--- config.mk ---
export PLATFORM = sky130hd
export DESIGN_NAME = mem_port_arbiter
export DESIGN_NICKNAME = d
export VERILOG_FILES = /design/src/rtl/mem_port_arbiter_pkg.sv /design/src/rtl/mem_port_arbiter_sat_counter.sv /design/src/rtl/mem_port_arbiter.sv
export SDC_FILE = /design/constraint.sdc
export NUM_CORES = 1
export LEC_CHECK = 0
export CAP_MARGIN = 10
export CORE_MARGIN = 1.5
export CORE_UTILIZATION = 45
export CTS_CLUSTER_SIZE = 30
export DETAILED_ROUTE_END_ITERATION = 6
export GPL_ROUTABILITY_DRIVEN = 0
export PLACE_DENSITY = 0.89
export SLEW_MARGIN = 0
export SYNTH_ARGS = -nofsm -noshare
export SYNTH_HDL_FRONTEND = slang
export SYNTH_SLANG_ARGS = --single-unit
export TNS_END_PERCENT = 50
--- constraint.sdc ---
create_clock -name clk -period 6.8 [get_ports clk]
set_input_delay 1.36 -clock clk [delete_from_list [all_inputs] [get_ports clk]]
set_output_delay 1.36 -clock clk [all_outputs]
set_load 0.01 [all_outputs]
--- src/rtl/mem_port_arbiter_pkg.sv ---
// Shared LC-3b type package.
// Holds the machine word type plus the types used by the memory port arbiter:
//   lc3b_word       16-bit datapath word
//   lc3b_mem_wmask  2-bit byte-enable mask
//   lc3b_arb_state  arbiter FSM state (IDLE, SERVE_I, SERVE_D)
//   lc3b_mem_port   identifies an initiator port (PORT_I = fetch, PORT_D = data)
//   rr_pick         round-robin winner selection between the two ports
package lc3b_types;

  typedef logic [15:0] lc3b_word;
  typedef logic [1:0]  lc3b_mem_wmask;

  typedef enum logic [1:0] {
    IDLE,
    SERVE_I,
    SERVE_D
  } lc3b_arb_state;

  typedef enum logic {
    PORT_I,
    PORT_D
  } lc3b_mem_port;

  // Winner for the current request pair. A lone request always wins; on a
  // tie the port that did not win last time goes next. With no request the
  // result is unused.
  function automatic lc3b_mem_port rr_pick(input logic req_i,
                                           input logic req_d,
                                           input lc3b_mem_port last);
    if (req_i && req_d) begin
      return (last == PORT_I) ? PORT_D : PORT_I;
    end
    return req_d ? PORT_D : PORT_I;
  endfunction

endpackage

--- src/rtl/mem_port_arbiter_sat_counter.sv ---
// Saturating up-counter used for the arbiter performance counters.
// Ports:
//   clk    clock, rising edge
//   rst    asynchronous active-high reset, count -> 0
//   clr    synchronous clear; dominates inc
//   inc    increment request for this cycle
//   count  current count, sticks at all-ones
module sat_counter #(
  parameter int W = 16
) (
  input  logic         clk,
  input  logic         rst,
  input  logic         clr,
  input  logic         inc,
  output logic [W-1:0] count
);

  always_ff @(posedge clk or posedge rst) begin
    if (rst) begin
      count <= '0;
    end else if (clr) begin
      count <= '0;
    end else if (inc && (count != '1)) begin
      count <= count + 1'b1;
    end
  end

endmodule

--- src/rtl/mem_port_arbiter.sv ---
// Memory port arbiter: serialises the pipeline's instruction-fetch (IF) and
// data (MEM) memory ports onto one downstream pmem port using the same
// read/write/resp handshake, with round-robin arbitration on ties.
// Ports:
//   clk, rst                 clock, asynchronous active-high reset
//   if_*                     IF initiator: read-only request, resp + rdata back
//   mem_*                    MEM initiator: read/write request, resp + rdata back
//   pmem_*                   downstream port; request side is registered,
//                            pmem_resp/pmem_rdata are forwarded combinationally
//   count_clear              synchronous clear of all performance counters
//   i_grant_count            IF grants issued (saturating)
//   d_grant_count            MEM grants issued (saturating)
//   conflict_count           cycles a request was kept waiting (saturating)
module mem_port_arbiter
  import lc3b_types::*;
#(
  parameter int   CNT_W   = 16,
  parameter logic D_FIRST = 1'b1
) (
  input  logic             clk,
  input  logic             rst,

  input  logic [15:0]      if_memaddr,
  input  logic             if_memread,
  input  logic [1:0]       if_mem_byte_enable,
  output logic             if_mem_resp,
  output logic [15:0]      if_mem_rdata,

  input  logic [15:0]      mem_memaddr,
  input  logic             mem_memread,
  input  logic             mem_memwrite,
  input  logic [15:0]      mem_mem_wdata,
  input  logic [1:0]       mem_mem_byte_enable,
  output logic             mem_mem_resp,
  output logic [15:0]      mem_mem_rdata,

  output logic [15:0]      pmem_address,
  output logic             pmem_read,
  output logic             pmem_write,
  output logic [15:0]      pmem_wdata,
  output logic [1:0]       pmem_byte_enable,
  input  logic             pmem_resp,
  input  logic [15:0]      pmem_rdata,

  input  logic             count_clear,
  output logic [CNT_W-1:0] i_grant_count,
  output logic [CNT_W-1:0] d_grant_count,
  output logic [CNT_W-1:0] conflict_count
);

  lc3b_arb_state state, next_state;
  lc3b_mem_port  last_grant;
  lc3b_mem_port  winner;

  logic req_i, req_d;
  logic grant;
  logic done;
  logic inc_i, inc_d, inc_conflict;

  always_comb begin
    req_i        = if_memread;
    req_d        = mem_memread | mem_memwrite;
    winner       = rr_pick(req_i, req_d, last_grant);
    grant        = 1'b0;
    done         = 1'b0;
    inc_i        = 1'b0;
    inc_d        = 1'b0;
    inc_conflict = 1'b0;
    next_state   = state;
    if_mem_resp   = 1'b0;
    if_mem_rdata  = '0;
    mem_mem_resp  = 1'b0;
    mem_mem_rdata = '0;

    unique case (state)
      IDLE: begin
        // pmem_resp is deliberately ignored here: no transaction is owned.
        if (req_i || req_d) begin
          grant        = 1'b1;
          inc_i        = (winner == PORT_I);
          inc_d        = (winner == PORT_D);
          inc_conflict = req_i && req_d;
          next_state   = (winner == PORT_D) ? SERVE_D : SERVE_I;
        end
      end
      SERVE_I: begin
        inc_conflict = req_d;
        if (pmem_resp) begin
          done         = 1'b1;
          if_mem_resp  = 1'b1;
          if_mem_rdata = pmem_rdata;
          next_state   = IDLE;
        end
      end
      SERVE_D: begin
        inc_conflict = req_i;
        if (pmem_resp) begin
          done          = 1'b1;
          mem_mem_resp  = 1'b1;
          mem_mem_rdata = pmem_rdata;
          next_state    = IDLE;
        end
      end
      default: begin
        next_state = IDLE;
      end
    endcase
  end

  always_ff @(posedge clk or posedge rst) begin
    if (rst) begin
      state      <= IDLE;
      // Seeding last_grant with the opposite port makes D_FIRST's port win
      // the first tie.
      last_grant <= D_FIRST ? PORT_I : PORT_D;
    end else begin
      state <= next_state;
      if (grant) begin
        last_grant <= winner;
      end
    end
  end

  // Downstream request registers: loaded on grant, held through the serve
  // phase, request strobes dropped on the completing edge.
  always_ff @(posedge clk or posedge rst) begin
    if (rst) begin
      pmem_address     <= '0;
      pmem_read        <= 1'b0;
      pmem_write       <= 1'b0;
      pmem_wdata       <= '0;
      pmem_byte_enable <= '0;
    end else if (grant) begin
      if (winner == PORT_D) begin
        pmem_address     <= mem_memaddr;
        pmem_byte_enable <= mem_mem_byte_enable;
        pmem_wdata       <= mem_mem_wdata;
        // A simultaneous read+write request is treated as a write.
        pmem_write       <= mem_memwrite;
        pmem_read        <= ~mem_memwrite;
      end else begin
        pmem_address     <= if_memaddr;
        pmem_byte_enable <= if_mem_byte_enable;
        pmem_read        <= 1'b1;
        pmem_write       <= 1'b0;
      end
    end else if (done) begin
      pmem_read  <= 1'b0;
      pmem_write <= 1'b0;
    end
  end

  sat_counter #(.W(CNT_W)) u_i_grant_cnt (
    .clk   (clk),
    .rst   (rst),
    .clr   (count_clear),
    .inc   (inc_i),
    .count (i_grant_count)
  );

  sat_counter #(.W(CNT_W)) u_d_grant_cnt (
    .clk   (clk),
    .rst   (rst),
    .clr   (count_clear),
    .inc   (inc_d),
    .count (d_grant_count)
  );

  sat_counter #(.W(CNT_W)) u_conflict_cnt (
    .clk   (clk),
    .rst   (rst),
    .clr   (count_clear),
    .inc   (inc_conflict),
    .count (conflict_count)
  );

endmodule

* Word level (Yosys, flattened, before mapping)
Index checks and enable logic that the tools add are counted.
** Operators by class
- Multiplexer cells :: 37
- Add/sub/neg operators :: 3
- Equality and inequality tests :: 7
- Bitwise operators :: 3
- Reductions and logical operators :: 13
** Operators by type and width (number)
- 16-bit two-way mux :: 10
- 16-bit by 1-bit adder with 16-bit output (second input constant) :: 3
- 16-bit inequality test (second input constant) :: 3
- 1-bit two-way mux :: 21
- 2-bit two-way mux :: 4
- 2-bit nonzero test :: 4
- 1-bit logical AND :: 4
- 2-bit one-hot mux with 2 select lines :: 1
- 2-bit AND reduction :: 2
- 1-bit one-hot mux with 3 select lines :: 1
- 2-bit by 1-bit equality test with 1-bit output (second input constant) :: 1
- 2-bit equality test (second input constant) :: 1
- 2-bit zero test :: 1
- 2-bit by 1-bit inequality test with 1-bit output (second input constant) :: 1
- 2-bit inequality test (second input constant) :: 1
- 1-bit inverter :: 2
- 2-bit OR reduction :: 1
- 1-bit logical OR :: 1
- 1-bit bitwise OR :: 1
** Word-level totals
- Input bits :: 75
- Output and inout port bits :: 118
- Flip-flop bits (word level) :: 87
- Word-level logic and storage cells :: 73

* Depth between registers and ports, before layout
Gate-level depths: netlist (run 1).
- Depth after elaboration :: 10
- Gate-level depth with buffers :: 9
- Depth with buffers taken out :: 7

* Cells and area by module
A second synthesis (run 1) with hierarchy kept.
** Unflattened totals
- Cell total of the unflattened synthesis :: 489
- Area, all modules :: 4854.7 sq um
** By module, submodules not included
- sat_counter :: seq. area each 400.4 sq um, cells an instance 101, area an instance 932.1 sq um, times used 3
- mem_port_arbiter :: seq. area each 975.9 sq um, cells an instance 186, area an instance 2058.2 sq um, times used 1

* Least setup slack after synthesis (run 1)
Ideal clock, no wire load.
- Kind :: input -> output
- From :: input port pmem_resp
- To :: output port mem_mem_rdata[10]
- Path slack :: 3681 ps
- Required time :: 5440 ps
- Stages :: 2
- Arrival time :: 1759 ps
- Buffers on the path :: 1
- Cell sequence :: clkbuf_1 and3_1
** Between the ends
- Longest elaborated chain between the ends :: 2
** RTL lines
- start, declared :: line mem_port_arbiter.sv:42 : input logic pmem_resp,
- 16-bit two-way mux :: line mem_port_arbiter.sv:97 : if (pmem_resp) begin
- 16-bit two-way mux :: line mem_port_arbiter.sv:75 : unique case (state)
- end, declared :: line mem_port_arbiter.sv:35 : output logic [15:0] mem_mem_rdata,
Every way passes these cells.

* Worst setup path after layout (run 1)
- From :: input port pmem_resp
- To :: output port if_mem_rdata[4]
** Between the ends
- Longest elaborated chain between the ends :: 2
** RTL lines
- 16-bit two-way mux :: line mem_port_arbiter.sv:88 : if (pmem_resp) begin
- 16-bit two-way mux :: line mem_port_arbiter.sv:75
- end, declared :: line mem_port_arbiter.sv:27 : output logic [15:0] if_mem_rdata,
Every way passes these cells.

==> results of run 1 <==
[critical path, cell delays in order]
cell and delay [ns]:
clkdlybuf4s50_1 1.01, and3_1 0.28, clkdlybuf4s50_1 0.54
[flip-flops by register name, summed over array words and instances (netlist names)]
register and cells:
last_grant 1, u_d_grant_cnt.count 16, u_conflict_cnt.count 16, state 2, u_i_grant_cnt.count 16, pmem_read 1
pmem_address 16, pmem_write 1, pmem_byte_enable 2, pmem_wdata 16
[final timing paths]
kind,to,slack [ns],cells after the start
max,if_mem_rdata[4],2.25,3
min,pmem_byte_enable[1],0.48,2
max reg2reg,u_d_grant_cnt.count[2],4.09,3
min reg2reg,pmem_byte_enable[1],0.48,2
max in group asynchronous,pmem_address[11],4.39,3
min in group asynchronous,u_conflict_cnt.count[11],1.64,3
[cells by family after synthesis]
group | count (synthesis) | share of synthesized area, %
AO/OA/AOI/OAI | 66 | 9.12
AND/OR/NAND/NOR | 206 | 25.1
adder cells (fa/ha/maj) | 7 | 1.88
flip-flops | 87 | 46.8
buffers and inverters | 30 | 3.15
multiplexers | 39 | 8.85
XOR/XNOR | 27 | 5.08
[layout by cell type (no fill, tap or decap), types with 8 or more instances in the layout]
| master | instances |
|---|---|
| xnor2_1 | 14 |
| or4_1 | 8 |
| clkbuf_8 | 9 |
| o21ai_0 | 26 |
| xor2_1 | 13 |
| clkdlybuf4s50_1 | 192 |
| dfrtp_1 | 87 |
| mux2i_1 | 22 |
| mux2_2 | 16 |
| a21oi_1 | 16 |
| nand3_1 | 16 |
| nor2_1 | 37 |
| and3_1 | 40 |
| nand2_1 | 45 |
| nand4_1 | 15 |
[final cells by class]
class	count	area [sq um]	area share, %
sequential	87	2180	31.9
clock buffer	10	128	1.87
tap	133	166	2.43
clock inverter	4	48.8	0.714
inverter	7	27.5	0.403
timing repair buffer	195	1940	28.4
antenna	2	5.00	0.0732
multi-input combinational	345	2340	34.2
[through the flow]
stage | utilization [%] | cell area, sq um | std cells | hold WS, ns
2_1_floorplan | - | 4650 | 462 | 0.496
5_1_grt | 69.0 | 6840 | 783 | 0.519
3_3_place_gp | 67.1 | 6650 | 767 | 0.461
6_report | 69.0 | 6840 | 783 | 0.484
3_5_place_dp | 67.1 | 6650 | 767 | 0.471
4_1_cts | 68.9 | 6830 | 781 | 0.490
[routing by layer]
metal | wire, um | part of all wire, % | GRT usage (%) | vias to the layer above
li1 | - | - | - | 2034
met2 | 6320 | 51 | 40.0 | 179
met5 | 0 | 0 | 0 | -
met3 | 1000 | 8.0 | 6.55 | 20
met1 | 4850 | 39 | 26.6 | 2007
met4 | 334 | 2.7 | 10.4 | 0
[power groups by stage]
stage | registers, mW | clock network (mW) | logic (mW)
3_3_place_gp | 0.733 | 0 | 0.857
6_report | 0.733 | 0.344 | 0.878
4_1_cts | 0.734 | 0.354 | 0.888
2_1_floorplan | 0.787 | 0 | 0.409
5_1_grt | 0.752 | 0.375 | 0.951
3_5_place_dp | 0.742 | 0 | 0.884
==> results.ini, run 1 <==
[sta]
fin_skew_ns=0.00979
tns_ns=0
fin_crit_sh_pct=66.9
period_needed_ns=4.55
setup_ws_ns=2.25
tightest_slew_ns=1.10
setup_viol=0
slew_headroom_pct=26.5
fmax_mhz=220
finalMaxSlewViolations=0
finalHoldViolCount=0
rsz0062_at_grt=false

[critical_path]
r2r-start=last_grant
critPathKind=primary input to output pin
critPathLaunchType=primary input
cp_max_fo=36
cp-startpoint=pmem_resp
worst_setup_path_end_kind=output pin
cp.arrival_ns=3.19
cp.required_ns=5.44

[power_and_ir_drop]
seq_power_share_pct=37.5
internal-power_mw=1.28
vdd_drop_max_mv=0.194
p_comb_share_pct=44.9
power_mw=1.96
leakage_nw=2.85
p_sw_share_pct=34.6
power_density_mw_per_mm2=286
p_clk_share_pct=17.6
p_switching_mw=0.676

[floorplan]
die_h_um=105
start_util_pct=46.9
io_pins=193
die_area_sq_mm=0.0110
die_w_um=105
core_region_area_sq_mm=0.00991
rows=36

[route]
drt-total-wl_mm=12.5
route.detailed.drc=0
ant_nets=0
via_per_inst=5.42
vias=4240
wl_per_cell_um=16.0
initialDrtViolationCount=248
dr.pass1.iters=4

[clock_network]
clockBufferDepth=2
ctsHoldBuffers=0
clkSinkCount=87
cts_buffers=9
clock-root-buffer=clkbuf_8
cts_setup_buffers=0
clk_pin_slew_ns=0.08
clk_latency_ns=0.34
cts_resized=0
htree_levels=3
cts_tree=yes

[grt]
grt-ovfl-total=0
grt_pass1_wl_mm=20.5
grt_pass1_vias=4134
grt_max_degree=88
antenna_found_initial=2
grt_usage_pct=23.2

[synth]
yosys_warnings=0
synth_area_sq_mm=0.00465
synth-edff-count=0
post-synth-top-count-cell=dfrtp_1
ys_ff_latch=87
async_reset_ff_share_pct=100
synth_commonest_cells=dfrtp_1 (87), nand2_1 (45), and3_1 (40)
seq_area_frac_synth_pct=46.8
synth-main-ff-cell=dfrtp_1
syn_nets=544
postSynthAreaPerCell_sq_um=10.1
synth_top_area_share_pct=46.8
yosysTopAreaCell=dfrtp_1
synthTopCellsByArea=dfrtp_1 (47%), and3_1 (5.4%), mux2i_1 (4.7%)
synth_cells=462
yosysUniqueCellTypes=53

[layout]
layout-drive-gt1-share_pct=7.10
nFillCells=747
nets=727
syn2layout_area_growth_pct=47.0

[placement]
io_buffer_count=192
hpwl_mm=9.27
post-place-ws_ns=2.28

[worst_hold_path]
hp-start=pmem_byte_enable[1]
hold_path.class=register to register

[status]
status=finished, final reports clean

[job]
cap_violations=0

(Power assumes the default switching activity.)
==> inputs of run 2 (changes only) <==
--- a/config.mk
+++ b/config.mk
@@ -7,11 +7,11 @@
 export LEC_CHECK = 0
 export CAP_MARGIN = 10
 export CORE_MARGIN = 1.5
-export CORE_UTILIZATION = 45
+export CORE_UTILIZATION = 43
 export CTS_CLUSTER_SIZE = 30
 export DETAILED_ROUTE_END_ITERATION = 6
 export GPL_ROUTABILITY_DRIVEN = 0
-export PLACE_DENSITY = 0.89
+export PLACE_DENSITY = 0.85
 export SLEW_MARGIN = 0
 export SYNTH_ARGS = -nofsm -noshare
 export SYNTH_HDL_FRONTEND = slang
==> constraint.sdc (replaced) <==
create_clock -name clk -period 4.75 [get_ports clk]
set_input_delay 0.95 -clock clk [delete_from_list [all_inputs] [get_ports clk]]
set_output_delay 0.95 -clock clk [all_outputs]
set_load 0.01 [all_outputs]
==> results.ini, run 2 (synthesis results as in run 1) <==
[layout]
seq_area_sq_mm=0.00218
layout_commonest_cell=clkdlybuf4s50_1
nFillCells=813
layout_common_cells=clkdlybuf4s50_1 (192), dfrtp_1 (87), nand2_1 (45)
final_cell_count_no_fill=787
layout-drive-gt1-share_pct=7.68
syn2layout_area_growth_pct=47.2
diodes=0
finalInstanceArea_sq_mm=0.00685
fin_util_pct=65.7
multiInputGateArea_sq_mm=0.00234
nets=728

[grt]
grt_usage_pct=22.8
grt_pass1_vias=4164
grt-ovfl-total=0
grt_max_degree=51
antenna_found_initial=0
grt_pass1_wl_mm=20.5

[power_and_ir_drop]
seq_power_share_pct=37.6
p_comb_share_pct=45.1
leakage_nw=2.85
internal-power_mw=1.80
power_mw=2.78
p_sw_share_pct=35.3
vdd_drop_max_mv=0.289
power_density_mw_per_mm2=406
p_clk_share_pct=17.3
p_switching_mw=0.981

[route]
initialDrtViolationCount=195
wl_per_cell_um=16.3
route.detailed.drc=0
drt-total-wl_mm=12.8
vias=4269
ant_nets=0
dr.pass1.iters=4
via_per_inst=5.42

[clock_network]
cts_setup_buffers=0
clk_latency_ns=0.35
htree_levels=3
clkSinkCount=87
cts_buffers=9
clock-root-buffer=clkbuf_8
ctsHoldBuffers=0
cts_resized=0
clk_pin_slew_ns=0.08
cts_tree=yes
clockBufferDepth=2

[sta]
fin_skew_ns=0.0148
fmax_mhz=269
fin_crit_sh_pct=78.2
setup_ws_ns=1.04
hold_ws_ns=0.484
finalMaxSlewViolations=0
period_needed_ns=3.71
tightest_slew_ns=0.861
rsz0062_at_grt=false
finalHoldViolCount=0
slew_headroom_pct=42.5
tns_ns=0
setup_viol=0

[critical_path]
cp.required_ns=3.80
critPathKind=primary input to output pin
path_buf_inv=2
cp.arrival_ns=2.76
r2r-start=state[0]
cp_top_family=buffers and inverters
crit_top_cell=clkdlybuf4s50_1
cp-startpoint=pmem_resp
path_cells=clkdlybuf4s50_1 > and3_1 > clkdlybuf4s50_1
slowest_delay_ns=0.99
worst_setup_path_end_kind=output pin
cp_max_fo=36
critPathSlowestCell=clkdlybuf4s50_1
critPathLaunchType=primary input

[floorplan]
io_pins=193
die_h_um=107
start_util_pct=44.6
core_region_area_sq_mm=0.0104
die_w_um=107
rows=37
die_area_sq_mm=0.0114

[job]
cap_violations=0

[placement]
dp_cells=771
dpl_cell_area_sq_mm=0.00667
hpwl_mm=9.78
io_buffer_count=192
post-place-ws_ns=1.05

[worst_hold_path]
hold_path.class=register to register
hp-start=pmem_address[13]

[status]
status=finished, final reports clean

[run 2: cell types whose count changed in the layout (fill, tap and decap cells not counted), sizes merged]
cell and change:
clkinv -1, inv +2, clkinvlp +2, bufinv -1
diode -2, buf +1
[run 2: path summary, 6_finish.rpt]
kind | slack [ns] | endpoint | depth (start not counted)
worst max-delay path | 1.04 | mem_mem_rdata[5] | 3
worst min-delay path | 0.48 | pmem_address[13] | 2
worst max register to register | 2.34 | u_i_grant_cnt.count[1] | 7
worst min register to register | 0.48 | pmem_address[13] | 2
max in group asynchronous | 2.70 | pmem_address[12] | 3
min in group asynchronous | 1.06 | pmem_byte_enable[1] | 2
[run 2: area by class of cell]
| class | instances | area share (%) |
|---|---|---|
| Clock inverter | 6 | 0.621 |
| Tap cell | 136 | 2.49 |
| Clock buffer | 10 | 2.01 |
| Inverter | 7 | 0.402 |
| Timing Repair Buffer | 196 | 28.5 |
| Sequential cell | 87 | 31.8 |
| Multi-Input combinational cell | 345 | 34.2 |
[run 2: worst reg2reg max path, cell delays in order (launching register included)]
cell     delay (ns)
dfrtp_1        0.41
inv_1          0.12
ha_1           0.46
nand2_1        0.21
nor2_1         0.56
and2_1         0.28
mux2i_1        0.20
nor2_1         0.05
[run 2: routing by layer]
layer | GRT usage (%) | wire [um] | part of all wire [%] | vias to the layer above
met1 | 25.1 | 4790 | 37 | 2024
met4 | 8.00 | 194 | 1.5 | 0
met2 | 41.7 | 6680 | 52 | 185
li1 | - | - | - | 2044
met3 | 6.75 | 1140 | 8.9 | 16
met5 | 0 | 0 | 0 | -
[run 2: power groups by stage]
stage | Combinational (mW) | Sequential (mW) | Clock (mW)
3_3_place_gp | 1.23 | 1.05 | 0
2_1_floorplan | 0.585 | 1.13 | 0
5_1_grt | 1.36 | 1.07 | 0.529
4_1_cts | 1.27 | 1.05 | 0.495
6_report | 1.25 | 1.05 | 0.481
3_5_place_dp | 1.27 | 1.06 | 0
